===== src/rtl/uart_tx_arbiter_if.sv =====
// -----------------------------------------------------------------------------
// uart_tx_arbiter_if
// Bundles the producer request bus and the serializer begin/data/busy link
// that pass through the UART transmit arbiter.
//
// Signals:
//   req       producers -> arbiter   per-channel request level
//   req_data  producers -> arbiter   channel i byte on bits [8i+7:8i]
//   ack       arbiter -> producers   one-cycle capture pulse per channel
//   tx_begin  arbiter -> serializer  one-cycle frame start pulse
//   tx_data   arbiter -> serializer  byte held stable for the whole frame
//   tx_busy   serializer -> arbiter  frame in progress
//
// Modports:
//   slave   the arbiter side
//   master  the environment side (producers plus serializer)
// -----------------------------------------------------------------------------
interface uart_tx_arbiter_if #(
  parameter int NUM_CH = 4
) ();
  logic [NUM_CH-1:0]   req;
  logic [8*NUM_CH-1:0] req_data;
  logic [NUM_CH-1:0]   ack;
  logic                tx_begin;
  logic [7:0]          tx_data;
  logic                tx_busy;

  modport slave (
    input  req,
    input  req_data,
    input  tx_busy,
    output ack,
    output tx_begin,
    output tx_data
  );

  modport master (
    output req,
    output req_data,
    output tx_busy,
    input  ack,
    input  tx_begin,
    input  tx_data
  );
endinterface


===== src/rtl/uart_tx_arbiter.sv =====
// -----------------------------------------------------------------------------
// uart_tx_arbiter
// Round-robin arbiter sharing one UART byte serializer among NUM_CH byte
// producers. The winning byte is latched, a one-cycle begin pulse is issued,
// and the byte is held until the serializer's busy flag shows the frame ended.
//
// Ports:
//   clk          system clock
//   rst          synchronous active-high reset
//   en           grant enable; frames already in flight always complete
//   bus          uart_tx_arbiter_if.slave (req/req_data/ack, tx_begin/
//                tx_data/tx_busy)
//   grant_id     channel of the current or most recent grant
//   arb_busy     high whenever the arbiter is not idle
//   err_timeout  one-cycle pulse when the serializer never went busy
// -----------------------------------------------------------------------------
module uart_tx_arbiter #(
  parameter int NUM_CH        = 4,
  parameter int CH_BITS       = 2,
  parameter int START_TIMEOUT = 8
) (
  input  logic                clk,
  input  logic                rst,
  input  logic                en,
  uart_tx_arbiter_if.slave    bus,
  output logic [CH_BITS-1:0]  grant_id,
  output logic                arb_busy,
  output logic                err_timeout
);

  localparam int CNT_BITS = $clog2(START_TIMEOUT + 1);
  localparam int IDX_BITS = (NUM_CH > 1) ? $clog2(NUM_CH) : 1;

  typedef enum logic [1:0] {
    IDLE      = 2'd0,
    START     = 2'd1,
    WAIT_BUSY = 2'd2,
    WAIT_DONE = 2'd3
  } state_t;

  state_t              state_r;
  logic [CH_BITS-1:0]  last_r;
  logic [CH_BITS-1:0]  grant_id_r;
  logic [NUM_CH-1:0]   ack_r;
  logic                tx_begin_r;
  logic [7:0]          tx_data_r;
  logic                err_timeout_r;
  logic                arb_busy_r;
  logic [CNT_BITS-1:0] cnt_r;

  logic [2*NUM_CH-1:0] req2_s;
  logic [NUM_CH-1:0]   rot_s;
  logic                found_s;
  int                  off_s;
  logic [CH_BITS-1:0]  win_s;
  logic [7:0]          win_data_s;
  logic [NUM_CH-1:0]   win_onehot_s;
  logic                grant_s;

  // Two copies of req side by side let a plain shift implement the modulo
  // wrap: bit j of rot_s is the request of channel (last+1+j) mod NUM_CH.
  assign req2_s = {bus.req, bus.req};
  assign rot_s  = NUM_CH'(req2_s >> (int'(last_r) + 1));

  // Round-robin pick: lowest set bit of the rotated vector is the winner offset.
  always_comb begin
    found_s = 1'b0;
    off_s   = 0;
    for (int j = NUM_CH - 1; j >= 0; j--) begin
      if (rot_s[IDX_BITS'(j)]) begin
        found_s = 1'b1;
        off_s   = j;
      end else begin
        off_s   = off_s;
      end
    end
    win_s        = CH_BITS'((int'(last_r) + 1 + off_s) % NUM_CH);
    win_data_s   = 8'(bus.req_data >> {win_s, 3'b000});
    win_onehot_s = NUM_CH'(1) << win_s;
  end

  // A new grant also waits for tx_busy low so a frame left over from before a
  // reset is never overlapped.
  assign grant_s = en && found_s && !bus.tx_busy;

  // Arbitration state machine with all outputs registered.
  always_ff @(posedge clk) begin
    if (rst) begin
      state_r       <= IDLE;
      last_r        <= CH_BITS'(NUM_CH - 1);
      grant_id_r    <= '0;
      ack_r         <= '0;
      tx_begin_r    <= 1'b0;
      tx_data_r     <= 8'h00;
      err_timeout_r <= 1'b0;
      arb_busy_r    <= 1'b0;
      cnt_r         <= '0;
    end else begin
      ack_r         <= '0;
      tx_begin_r    <= 1'b0;
      err_timeout_r <= 1'b0;
      case (state_r)
        IDLE: begin
          if (grant_s) begin
            tx_data_r  <= win_data_s;
            ack_r      <= win_onehot_s;
            grant_id_r <= win_s;
            last_r     <= win_s;
            tx_begin_r <= 1'b1;
            arb_busy_r <= 1'b1;
            state_r    <= START;
          end else begin
            arb_busy_r <= 1'b0;
          end
        end
        START: begin
          cnt_r      <= '0;
          arb_busy_r <= 1'b1;
          state_r    <= WAIT_BUSY;
        end
        WAIT_BUSY: begin
          if (bus.tx_busy) begin
            state_r <= WAIT_DONE;
          end else if (cnt_r == CNT_BITS'(START_TIMEOUT - 1)) begin
            // Serializer never started: drop the byte, its ack already went out.
            err_timeout_r <= 1'b1;
            arb_busy_r    <= 1'b0;
            state_r       <= IDLE;
          end else begin
            cnt_r <= cnt_r + CNT_BITS'(1);
          end
        end
        WAIT_DONE: begin
          if (!bus.tx_busy) begin
            arb_busy_r <= 1'b0;
            state_r    <= IDLE;
          end else begin
            arb_busy_r <= 1'b1;
          end
        end
        default: begin
          arb_busy_r <= 1'b0;
          state_r    <= IDLE;
        end
      endcase
    end
  end

  assign bus.ack      = ack_r;
  assign bus.tx_begin = tx_begin_r;
  assign bus.tx_data  = tx_data_r;
  assign grant_id     = grant_id_r;
  assign arb_busy     = arb_busy_r;
  assign err_timeout  = err_timeout_r;

endmodule


===== src/flat_wrapper.sv =====
// flat-port wrapper written by rule: the top's interface ports become plain ports
module uart_tx_arbiter_flat 
#(
  parameter int NUM_CH        = 4,
  parameter int CH_BITS       = 2,
  parameter int START_TIMEOUT = 8
)
  (clk, rst, en, grant_id, arb_busy, err_timeout, bus_req, bus_req_data, bus_tx_busy, bus_ack, bus_tx_begin, bus_tx_data);
  uart_tx_arbiter_if #(.NUM_CH(NUM_CH)) bus_i ();
  input  logic clk;
  input  logic rst;
  input  logic en;
  output logic [CH_BITS-1:0] grant_id;
  output logic arb_busy;
  output logic err_timeout;
  input wire logic [$bits(bus_i.req)-1:0] bus_req;
  input wire logic [$bits(bus_i.req_data)-1:0] bus_req_data;
  input wire logic [$bits(bus_i.tx_busy)-1:0] bus_tx_busy;
  output wire logic [$bits(bus_i.ack)-1:0] bus_ack;
  output wire logic [$bits(bus_i.tx_begin)-1:0] bus_tx_begin;
  output wire logic [$bits(bus_i.tx_data)-1:0] bus_tx_data;
  assign bus_i.req = bus_req;
  assign bus_i.req_data = bus_req_data;
  assign bus_i.tx_busy = bus_tx_busy;
  assign bus_ack = bus_i.ack;
  assign bus_tx_begin = bus_i.tx_begin;
  assign bus_tx_data = bus_i.tx_data;
  uart_tx_arbiter #(.NUM_CH(NUM_CH), .CH_BITS(CH_BITS), .START_TIMEOUT(START_TIMEOUT)) u_core (.clk(clk), .rst(rst), .en(en), .bus(bus_i), .grant_id(grant_id), .arb_busy(arb_busy), .err_timeout(err_timeout));
endmodule

===== config.mk =====
export PLATFORM = sky130hd
export DESIGN_NAME = uart_tx_arbiter_flat
export DESIGN_NICKNAME = d
export VERILOG_FILES = /design/src/rtl/uart_tx_arbiter_if.sv /design/src/rtl/uart_tx_arbiter.sv /design/src/flat_wrapper.sv
export SDC_FILE = /design/constraint.sdc
export NUM_CORES = 1
export LEC_CHECK = 0
export BUFFER_PORTS_ARGS = -buffer_cell sky130_fd_sc_hd__buf_2
export CORE_MARGIN = 4
export CORE_UTILIZATION = 40
export DETAILED_ROUTE_END_ITERATION = 8
export GPL_TIMING_DRIVEN = 0
export PLACE_DENSITY = 0.81
export SYNTH_ARGS = -nofsm -noshare
export SYNTH_HDL_FRONTEND = slang
export SYNTH_SLANG_ARGS = --single-unit

===== constraint.sdc =====
create_clock -name clk -period 2.5 [get_ports clk]
set_input_delay 0.125 -clock clk [delete_from_list [all_inputs] [get_ports clk]]
set_output_delay 0.125 -clock clk [all_outputs]
set_load 0.005 [all_outputs]

# After elaboration in Yosys (flattened, before gate mapping)
# Cells that the tools add are included.
# totals
register_bits,25
input_bits,40
elab_cells,58
out_inout_bits,17
# op_classes
addsub,3
n_eq_ne,10
bitwise,3
mux,18
reduce_logical,12
shift,3
# ops
cell,n
32-bit by 5-bit right shift with 8-bit output,1
2-bit 2-to-1 mux,6
4-bit 2-to-1 mux,2
2-bit case mux with 4 select lines,1
4-bit case mux with 2 select lines,1
8-bit by 3-bit right shift with 2-bit output,1
1-bit 2-to-1 mux,7
2-bit != test (second input constant),3
3-bit AND reduction,2
3-bit OR reduction,2
4-bit by 1-bit adder with 4-bit output (second input constant),1
2-bit equality test (second input constant),2
4-bit by 3-bit equality test with 1-bit output (second input constant),1
2-bit by 1-bit != test with 1-bit output (second input constant),2
1-bit case mux with 4 select lines,1
2-bit AND reduction,2
1-bit by 2-bit left shift with 4-bit output (first input constant),1
2-bit by 1-bit adder with 3-bit output (second input constant),1
3-bit by 2-bit != test with 1-bit output (second input constant),1
1-bit inverter,3
2-bit adder,1
2-bit by 1-bit equality test with 1-bit output (second input constant),1
1-bit logical AND,2
2-bit zero test,1
3 further kinds,3

# Longest topological paths before layout
# Gate-level depths: netlist of run 1.
# logic_depth
depth_word,8
mapped_depth,9
mapped_depth_nobuf,7

# Least setup slack after synthesis of run 1
# OpenSTA, ideal clock, no wires.
# synth_timing
path_type,flip-flop to flip-flop
from,reg u_core.last_r[0]
to,"reg u_core.tx_data_r[2], in the netlist u_core.bus.tx_data[2]"
path_stages_with_launch,10
required_time_ps,2372
setup_ps,128
t_arrival_ps,2223
synth_period_minus_slack_ps,2350
slack_ps,150
n_path_buf,2
cell_sequence,dfxtp_1 -> buf_4 -> mux4_1 -> inv_1 -> ha_1 -> xnor3_2 -> buf_6 -> mux4_2 -> mux2i_1 -> nor2_1
# synth_via
elab_chain_len,6
# synth_rtl
item,line_no,source
"start, declared",uart_tx_arbiter.sv:42,logic [CH_BITS-1:0] last_r;
"start signal, assigned",uart_tx_arbiter.sv:90,last_r <= CH_BITS'(NUM_CH - 1);
"start signal, assigned",uart_tx_arbiter.sv:108,last_r <= win_s;
2-bit by 1-bit adder with 3-bit output (*),uart_tx_arbiter.sv:77,win_s = CH_BITS'((int'(last_r) + 1 + off_s) % NUM_CH);
branches (longest 5 deep; another with 2-bit adder),n/a,
"end signal, assigned",uart_tx_arbiter.sv:105,tx_data_r <= win_data_s;
"end, declared",uart_tx_arbiter.sv:46,logic [7:0] tx_data_r;
# Mark *: on every way between the ends.
# A chain may end at the register's enable or synchronous reset.

# Worst setup path in the final report of run 1
# layout_timing
from,reg u_core.last_r[0]
to,"reg u_core.tx_data_r[7], in the netlist u_core.bus.tx_data[7]"
# The elaborated chain is that of the path after synthesis.

==> results of run 1 <==
-- flip-flops by register name, indices dropped and copies added (netlist names) --
register,flops
u_core.arb_busy,1
u_core.bus.ack,4
u_core.bus.tx_begin,1
u_core.bus.tx_data,8
u_core.cnt_r,4
u_core.err_timeout,1
u_core.grant_id,2
u_core.last_r,2
u_core.state_r,2
-- stage by stage --
stage	cell area, um^2	utilization, %	hold WS [ns]	setup slack (ns)	total power [mW]
final	1580	55.8	0.0372	0.0901	0.873
after global routing	1580	55.8	0.0481	0.00613	0.923
after CTS	1580	55.9	0.0281	0.00200	0.875
after detailed placement	1540	54.5	0.378	0.000345	0.693
after global placement	1540	54.5	0.384	0.0440	0.682
after floorplan	1220	-	0.216	0.150	0.613
-- layer usage --
layer | global-route usage [%] | up-vias
met3 | 5.33 | 6
met4 | 4.58 | 0
met5 | 0 | -
met2 | 27.7 | 49
met1 | 16.2 | 520
li1 | - | 532
-- worst min path at each step --
stage / from / endpoint / slack, ns / depth (start not counted)
global route: rst / u_core.bus.tx_begin / 0.05 / 2
finish: rst / u_core.bus.tx_begin / 0.04 / 2
global placement: rst / u_core.bus.tx_begin / 0.38 / 2
detailed placement: rst / u_core.bus.tx_begin / 0.38 / 2
floorplan: rst / u_core.bus.tx_begin / 0.22 / 1
CTS: rst / u_core.bus.tx_begin / 0.03 / 2
-- what timing repair did --
item,in CTS,in global routing
setup endpoints to repair,5,7
hold endpoints to repair,0,0
resized for setup,2,2
pin swaps,0,1
buffers inserted,1,1
-- worst max-delay path, delay by kind of cell (launching register included) --
family	cells	cell delay, ns
buf+inv	2	0.23
flops	1	0.41
xor+xnor	1	0.31
mux	3	1.12
simple gates	1	0.06
fa+ha+maj	1	0.18
-- cells in the final DEF (no fill, tap or decap), types with 3 or more instances in the layout --
cell type	n
nor2_1	17
mux2i_1	8
o21ai_0	4
mux4_2	6
a21oi_1	7
nor4_1	3
buf_4	3
clkbuf_1	4
nand2b_1	3
nand2_1	8
xnor2_1	3
buf_2	58
dfxtp_1	24
clkbuf_4	3
mux4_1	3
-- Yosys cell counts --
cell type  number  area, um^2
nand2_1         8        30.0
or3b_1          1        8.76
nor3_1          2        10.0
nand2b_1        3        18.8
nor2_1         17        63.8
nor2b_1         1        6.26
and3b_1         1        8.76
xnor3_2         1        23.8
or4b_1          1        10.0
ha_1            2        25.0
mux2i_1         8        80.1
buf_2           2        10.0
inv_1           2        7.51
xnor2_1         3        26.3
mux4_2          5         113
a21oi_1         7        35.0
clkbuf_1        3        11.3
nor3b_1         1        7.51
mux4_1          4         105
nand3b_1        2        15.0
buf_4           2        15.0
nand3_1         1        5.00
mux2_2          1        11.3
buf_6           1        11.3
and3_2          1        7.51
dfxtp_1        25         500
nor4b_1         2        17.5
o21ai_0         4        20.0
nor4_1          3        18.8
-- kinds of logic (layout without fill, tap and decap cells) --
| family | count (synthesis) | in the layout | share of synthesized area [%] |
|---|---|---|---|
| multiplexers | 18 | 18 | 25.3 |
| AO/OA/AOI/OAI | 11 | 11 | 4.50 |
| AND/OR/NAND/NOR | 44 | 44 | 18.6 |
| adder cells (fa/ha/maj) | 2 | 2 | 2.05 |
| XOR/XNOR | 4 | 4 | 4.09 |
| buffers and inverters | 10 | 71 | 4.50 |
| flip-flops | 25 | 25 | 40.9 |
-- layout make-up --
type / instances / area (um^2) / share of cell area [%]
Sequential cell: 25 / 502 / 31.8
Multi-Input combinational cell: 79 / 666 / 42.2
Buffer: 7 / 43.8 / 2.77
Inverter: 2 / 7.51 / 0.475
Timing Repair Buffer: 58 / 295 / 18.7
Tap cell: 31 / 38.8 / 2.46
Clock buffer: 4 / 26.3 / 1.66
-- power by group through the flow --
stage | combinational (mW) | sequential (mW) | clock, mW
floorplan | 0.169 | 0.444 | 0
detailed placement | 0.250 | 0.443 | 0
finish | 0.259 | 0.437 | 0.177
global route | 0.285 | 0.441 | 0.198
global placement | 0.240 | 0.442 | 0
CTS | 0.260 | 0.435 | 0.180
==> results.py, run 1 <==
metrics = {
    "run_status": {
        "outcome": "complete, no violations",
    },
    "global_routing": {
        "grt.total_usage_pct": 15.1,
        "grt_overflow": 0,
        "grt_pass1_vias": 1147,
        "grt_max_degree": 14,
        "antenna_found_initial": 0,
        "grt_pass1_wl_um": 4860,
    },
    "synthesis": {
        "synth.distinct_cells": 29,
        "yosys_warnings": 0,
        "ys_ff_latch": 25,
        "netlist_instances": 114,
        "syn_area_per_cell_um2": 10.7,
        "synth_fp_nets": 156,
        "syn-cell-area_um2": 1220,
        "yosysSeqAreaShare_pct": 40.9,
    },
    "critical_path": {
        "worstPathMaxFanout": 5,
        "critPathKind": "register to register",
        "worstPathRequired_ns": 2.70,
        "critPathLaunch": "u_core.last_r[0]",
        "r2r-end": "u_core.bus.tx_data[7]",
        "start_kind": "register",
        "slowest_stage": "mux4_2",
        "rr_startpoint": "u_core.last_r[0]",
        "end_kind": "register",
        "crit_chain": "mux4_2, inv_1, ha_2, xnor3_2, buf_4, mux4_1, mux2i_1, nor2_1",
        "slowest_delay_ns": 0.51,
        "critPathArrivalTime_ns": 2.61,
        "ff2ff_setup_slack_ns": 0.09,
        "crit_end": "u_core.bus.tx_data[7]",
        "ff2ff_path_depth": 8,
    },
    "routing": {
        "wl_per_cell_um": 13.7,
        "routed-wl-met2_um": 1370,
        "drc": 0,
        "first_iter_violations": 23,
        "viasPerCell": 5.37,
        "drtPass1Iterations": 4,
        "drt.antenna.violating_nets": 0,
        "topRoutingLayerUsed": "met4",
        "wl_met1_um": 1110,
        "via_count": 1107,
        "routed_wirelength_um": 2820,
        "dr_wl_met3_um": 295,
    },
    "finish": {
        "fillers": 244,
        "drive_above_1_share_pct": 43.4,
        "area_growth_pct": 29.2,
        "antenna_cells": 0,
        "fin_cells": 206,
        "final_nets": 218,
    },
    "pwr": {
        "p_comb_share_pct": 29.6,
        "switchingPower_mw": 0.237,
        "p_sw_share_pct": 27.1,
        "p_seq_share_pct": 50.0,
        "p_leak_nw": 0.733,
        "peakVddDrop_uv": 386,
        "power_density_nw_per_um2": 553,
        "internal_power_mw": 0.636,
        "clkPwrFrac_pct": 20.3,
    },
    "clocking": {
        "cts-root-buf": "clkbuf_4",
        "htree_levels": 1,
        "ctsHoldBuffers": 0,
        "clock-sinks": 25,
        "clk_pin_slew_ns": 0.13,
        "numCtsBuffers": 3,
        "clk_path_buf_depth": 2,
        "clk_latency_ns": 0.31,
        "cts_tree": "built",
    },
    "sta": {
        "grt_setup_unrepaired": "false",
        "setup_tns_ns": 0,
        "slew_violations": 0,
        "setup_viol": 0,
        "final-hold-violation-count": 0,
        "skew_ns": 0.00522,
        "tightest_slew_ns": 0.543,
        "period_share_pct": 96.4,
        "fmax_mhz": 415,
        "fin_crit_ns": 2.41,
        "slew_headroom_pct": 63.8,
    },
    "floorplanning": {
        "fp.dieW_um": 63.3,
        "fp-row-count": 19,
        "dieArea_um2": 4000,
        "ioPinCount": 57,
        "fp.coreArea_um2": 2830,
        "initial_utilization_pct": 43.2,
        "fp.dieH_um": 63.3,
    },
    "placement": {
        "gp_congestion": 0.736,
        "place.detailed.hpwl_um": 2250,
        "io_buffers": 56,
        "post-place-cells": 201,
    },
    "job": {
        "maxCapViolations": 0,
    },
    "hold_path": {
        "hp-class": "input port to register",
    },
}
Note: power is estimated with default switching activity, not from simulation.
==> run 2, diff against run 1 <==
- MAX_ROUTING_LAYER: not set -> met4
- SKIP_LAST_GASP: not set -> 1
==> run 2 against run 1 <==
Net effect: utilization did not move; critical path depth is the same; worst setup slack improved by 0.00055 ns; die area is the same; count of clock-buffer cells in the layout stayed put; register-to-register slack about the same; via count about the same; largest cell class unchanged; sequential share of layout area is the same; routed wire length hardly changed; global-route usage up 0.42 points; flip-flop and latch count unchanged.
==> results.py, run 2 (synthesis gave the netlist of run 1 again) <==
metrics = {
    "run_status": {
        "outcome": "complete, no violations",
    },
    "global_routing": {
        "grt.total_usage_pct": 15.5,
        "use_met2_pct": 27.7,
        "grt_pass1_wl_um": 4860,
        "use_met1_pct": 16.5,
        "gr-max-usage-layer": "met2",
        "grt_use_met3_pct": 4.80,
        "antenna_found_initial": 0,
        "grt_overflow": 0,
        "grt_pass1_vias": 1147,
        "grt_max_degree": 14,
    },
    "routing": {
        "drtPass1Iterations": 4,
        "via_count": 1108,
        "viasPerCell": 5.38,
        "first_iter_violations": 26,
        "drc": 0,
        "wl_per_cell_um": 13.7,
        "routed_wirelength_um": 2830,
        "drt.antenna.violating_nets": 0,
    },
    "pwr": {
        "p_leak_nw": 0.733,
        "finalPower_mw": 0.873,
        "peakVddDrop_uv": 387,
        "power_density_nw_per_um2": 553,
    },
    "critical_path": {
        "crit_chain": "mux4_2, inv_1, ha_2, xnor3_2, buf_4, mux4_1, mux2i_1, nor2_1",
        "slowest_delay_ns": 0.51,
        "worstPathRequired_ns": 2.70,
        "crit_family": "multiplexers",
        "end_kind": "register",
        "critPathArrivalTime_ns": 2.61,
        "path_buf_inv": 2,
        "rr_startpoint": "u_core.last_r[0]",
        "critPathLaunch": "u_core.last_r[0]",
        "worstPathMaxFanout": 5,
        "critPathKind": "register to register",
        "slowest_stage": "mux4_2",
        "start_kind": "register",
    },
    "finish": {
        "largest_reg_flops": 8,
        "final_nets": 218,
        "fin_cells": 206,
        "layout_common_cells": "buf_2 (58), dfxtp_1 (24), nor2_1 (17), mux2i_1 (8), nand2_1 (8)",
        "drive_above_1_share_pct": 43.4,
        "area_growth_pct": 29.2,
        "mostFrequentLayoutCell": "buf_2",
        "antenna_cells": 0,
    },
    "clocking": {
        "cts-root-buf": "clkbuf_4",
        "cts_tree": "built",
        "numCtsBuffers": 3,
        "clk_path_buf_depth": 2,
        "clk_latency_ns": 0.31,
        "clock-sinks": 25,
        "clk_pin_slew_ns": 0.13,
        "htree_levels": 1,
    },
    "placement": {
        "io_buffers": 56,
        "place.detailed.hpwl_um": 2250,
        "gp_congestion": 0.746,
        "post-place-cells": 201,
    },
    "sta": {
        "period_share_pct": 96.4,
        "slew_violations": 0,
        "final-hold-violation-count": 0,
        "fmax_mhz": 415,
        "setup_tns_ns": 0,
        "fin_crit_ns": 2.41,
        "hold_ws_ns": 0.0354,
        "grt_setup_unrepaired": "false",
        "tightest_slew_ns": 0.553,
        "slew_headroom_pct": 63.1,
        "setup_viol": 0,
        "skew_ns": 0.00459,
    },
    "floorplanning": {
        "fp-row-count": 19,
        "ioPinCount": 57,
        "dieArea_um2": 4000,
        "initial_utilization_pct": 43.2,
        "fp.dieW_um": 63.3,
        "fp.coreArea_um2": 2830,
        "fp.dieH_um": 63.3,
    },
    "job": {
        "maxCapViolations": 0,
    },
    "hold_path": {
        "hp-class": "input port to register",
        "holdCritStartpoint": "rst",
    },
}
==> run 2: path summary, 6_finish.rpt <==
check | endpoint | cells past startpoint | slack (ns)
min | u_core.bus.tx_begin | 2 | 0.04
max | u_core.bus.tx_data[7] | 8 | 0.09
min reg2reg | u_core.grant_id[0] | 2 | 0.47
max reg2reg | u_core.bus.tx_data[7] | 8 | 0.09
==> run 2: routing by layer <==
layer	wire length [um]	part of all wire [%]	up-vias
met2	1380	49	49
li1	-	-	532
met5	0	0	-
met3	278	9.8	6
met1	1130	40	521
met4	42	1.5	0
==> run 2: area by class of cell <==
cell class | instances | area [um^2]
fillers | 244 | 1250
clock buffers | 4 | 26.3
multi-input cells | 79 | 666
inverters | 2 | 7.51
flip-flops and latches | 25 | 502
well taps | 31 | 38.8
plain buffers | 7 | 43.8
repair buffers | 58 | 295
==> run 2: what timing repair did <==
action | 4_1_cts | 5_1_grt
endpoints found under the setup margin | 5 | 7
gates resized for setup | 2 | 2
hold buffers | 0 | 0
buffers inserted | 1 | 1
pin swaps | 0 | 1
==> run 2: where the power goes <==
group | switching, mW | internal [mW]
combinational | 0.107 | 0.152
sequential | 0.0147 | 0.422
clock | 0.115 | 0.0624
total | 0.237 | 0.636
==> run 2: through the flow <==
| stage | utilization (%) | area [um^2] | setup slack, ns |
|---|---|---|---|
| after global routing | 55.8 | 1580 | 0.00613 |
| after detailed placement | 54.5 | 1540 | 0.000345 |
| after CTS | 55.9 | 1580 | 0.00200 |
| after floorplan | - | 1220 | 0.150 |
| final | 55.8 | 1580 | 0.0907 |
| after global placement | 54.5 | 1540 | 0.0440 |
==> run 3, diff against run 2 <==
- CTS_BUF_LIST: not set -> sky130_fd_sc_hd__clkbuf_8
- REMOVE_ABC_BUFFERS: not set -> 1
==> run 3 against run 2 <==
Net effect: design area up 0.71%; cell count down 2.4%; worst setup slack worse by 0.0081 ns; routed wire length up 7.2%; count of clock-buffer cells in the layout down 1; critical path depth unchanged; global-route usage up 0.13 points; largest power group unchanged; die area unchanged; fmax down 0.33%; first-iteration DRC count up 15%; flip-flop and latch count unchanged.
==> results.py, run 3 (synthesis gave the netlist of run 1 again) <==
metrics = {
    "run_status": {
        "outcome": "complete, no violations",
    },
    "finish": {
        "antenna_cells": 0,
        "multi_input_area_um2": 671,
        "mostFrequentLayoutCell": "buf_2",
        "fillers": 228,
        "final_util_pct": 56.2,
        "fin_cells": 201,
        "stdcell_area_um2": 1590,
        "register_area_um2": 504,
        "drive_above_1_share_pct": 44.7,
        "layout_common_cells": "buf_2 (56), dfxtp_1 (24), nor2_1 (17), mux2i_1 (8), nand2_1 (8)",
        "area_growth_pct": 30.1,
        "final_nets": 213,
        "largest_reg_flops": 8,
    },
    "placement": {
        "gp_congestion": 0.758,
        "pre_cts_ws_ns": -0.166,
        "place_area_um2": 1500,
        "io_buffers": 56,
        "place.detailed.hpwl_um": 2310,
        "post-place-cells": 193,
    },
    "critical_path": {
        "end_kind": "register",
        "crit_family": "multiplexers",
        "worstPathRequired_ns": 2.65,
        "path_buf_inv": 2,
        "critPathArrivalTime_ns": 2.57,
        "start_kind": "register",
        "crit_chain": "mux4_2, inv_1, ha_2, xnor3_2, buf_4, mux4_1, mux2i_1, nor2_1",
        "slowest_stage": "mux4_2",
        "worstPathMaxFanout": 4,
        "critPathKind": "register to register",
        "slowest_delay_ns": 0.49,
    },
    "routing": {
        "drtPass1Iterations": 4,
        "drc": 0,
        "wl_per_cell_um": 15.1,
        "drt.antenna.violating_nets": 0,
        "viasPerCell": 5.44,
        "via_count": 1093,
        "routed_wirelength_um": 3030,
        "first_iter_violations": 30,
    },
    "floorplanning": {
        "fp.dieH_um": 63.3,
        "fp.coreArea_um2": 2830,
        "ioPinCount": 57,
        "initial_utilization_pct": 43.2,
        "fp-row-count": 19,
        "fp.dieW_um": 63.3,
        "dieArea_um2": 4000,
    },
    "clocking": {
        "cts-root-buf": "clkbuf_8",
        "ctsHoldBuffers": 0,
        "clk_pin_slew_ns": 0.09,
        "clock-sinks": 25,
        "cts_tree": "built",
        "clk_latency_ns": 0.27,
        "numCtsBuffers": 3,
        "clk_path_buf_depth": 2,
        "htree_levels": 1,
    },
    "global_routing": {
        "grt_overflow": 0,
        "grt.total_usage_pct": 15.7,
        "grt_pass1_vias": 1117,
        "grt_max_degree": 23,
        "grt_pass1_wl_um": 4890,
        "antenna_found_initial": 0,
    },
    "sta": {
        "final-hold-violation-count": 0,
        "fin_crit_ns": 2.42,
        "fmax_mhz": 414,
        "setup_viol": 0,
        "hold_ws_ns": 0.157,
        "grt_setup_unrepaired": "false",
        "setup_tns_ns": 0,
        "layout_setup_ws_ns": 0.0826,
        "slew_violations": 0,
        "slew_headroom_pct": 44.0,
        "tightest_slew_ns": 0.836,
        "skew_ns": 0.00686,
        "period_share_pct": 96.7,
    },
    "pwr": {
        "power_density_nw_per_um2": 588,
        "p_leak_nw": 0.737,
        "peakVddDrop_uv": 373,
        "finalPower_mw": 0.935,
    },
    "hold_path": {
        "hp-class": "input port to register",
    },
    "job": {
        "maxCapViolations": 0,
    },
}
## run 3: cell types whose count changed in the layout (fill, tap and decap cells not counted), sizes merged
cell / before / now
clkbuf: 7 / 3
clkinv: 0 / 1
buf: 62 / 60
## run 3: power by group
group / switching (mW) / total, mW / internal [mW] / leakage [nW]
clock: 0.125 / 0.237 / 0.111 / 0.0255
sequential: 0.0178 / 0.440 / 0.422 / 0.204
combinational: 0.105 / 0.259 / 0.155 / 0.508
## run 3: worst paths after layout
check / start / to / slack, ns / cells after the start
max: u_core.last_r[0] / u_core.bus.tx_data[7] / 0.08 / 8
max reg2reg: u_core.last_r[0] / u_core.bus.tx_data[7] / 0.08 / 8
min: bus_tx_busy / u_core.state_r[0] / 0.16 / 3
min reg2reg: u_core.grant_id[0] / u_core.grant_id[0] / 0.48 / 2
## run 3: final cells by class
class / count / area share [%]
Tap cell: 31 / 2.44
Inverter: 2 / 0.472
Clock inverter: 1 / 0.315
Timing Repair Buffer: 60 / 20.3
Clock buffer: 3 / 2.60
Multi-Input combinational cell: 79 / 42.2
Sequential cell: 25 / 31.7
## run 3: timing repair
item | in CTS | in global routing
setup endpoints to repair | 8 | 7
gates cloned | 0 | 0
setup buffers | 2 | 2
gates resized for setup | 1 | 3
## run 3: worst register-to-register path, cell delays in order (launching register included)
cell	delay, ns
dfxtp_4	0.38
mux4_2	0.49
inv_1	0.08
ha_2	0.19
xnor3_2	0.30
buf_4	0.16
mux4_1	0.45
mux2i_1	0.18
nor2_1	0.07
## run 3: routing by layer
metal  part of all wire [%]  GRT usage [%]  up-vias  wire length (um)
met3                    9.0           4.44        2               272
met4                   0.33           3.23        0                10
li1                       -              -      523                 -
met2                     51           28.2       54              1540
met5                      0              -        -                 0
met1                     40           17.2      514              1210
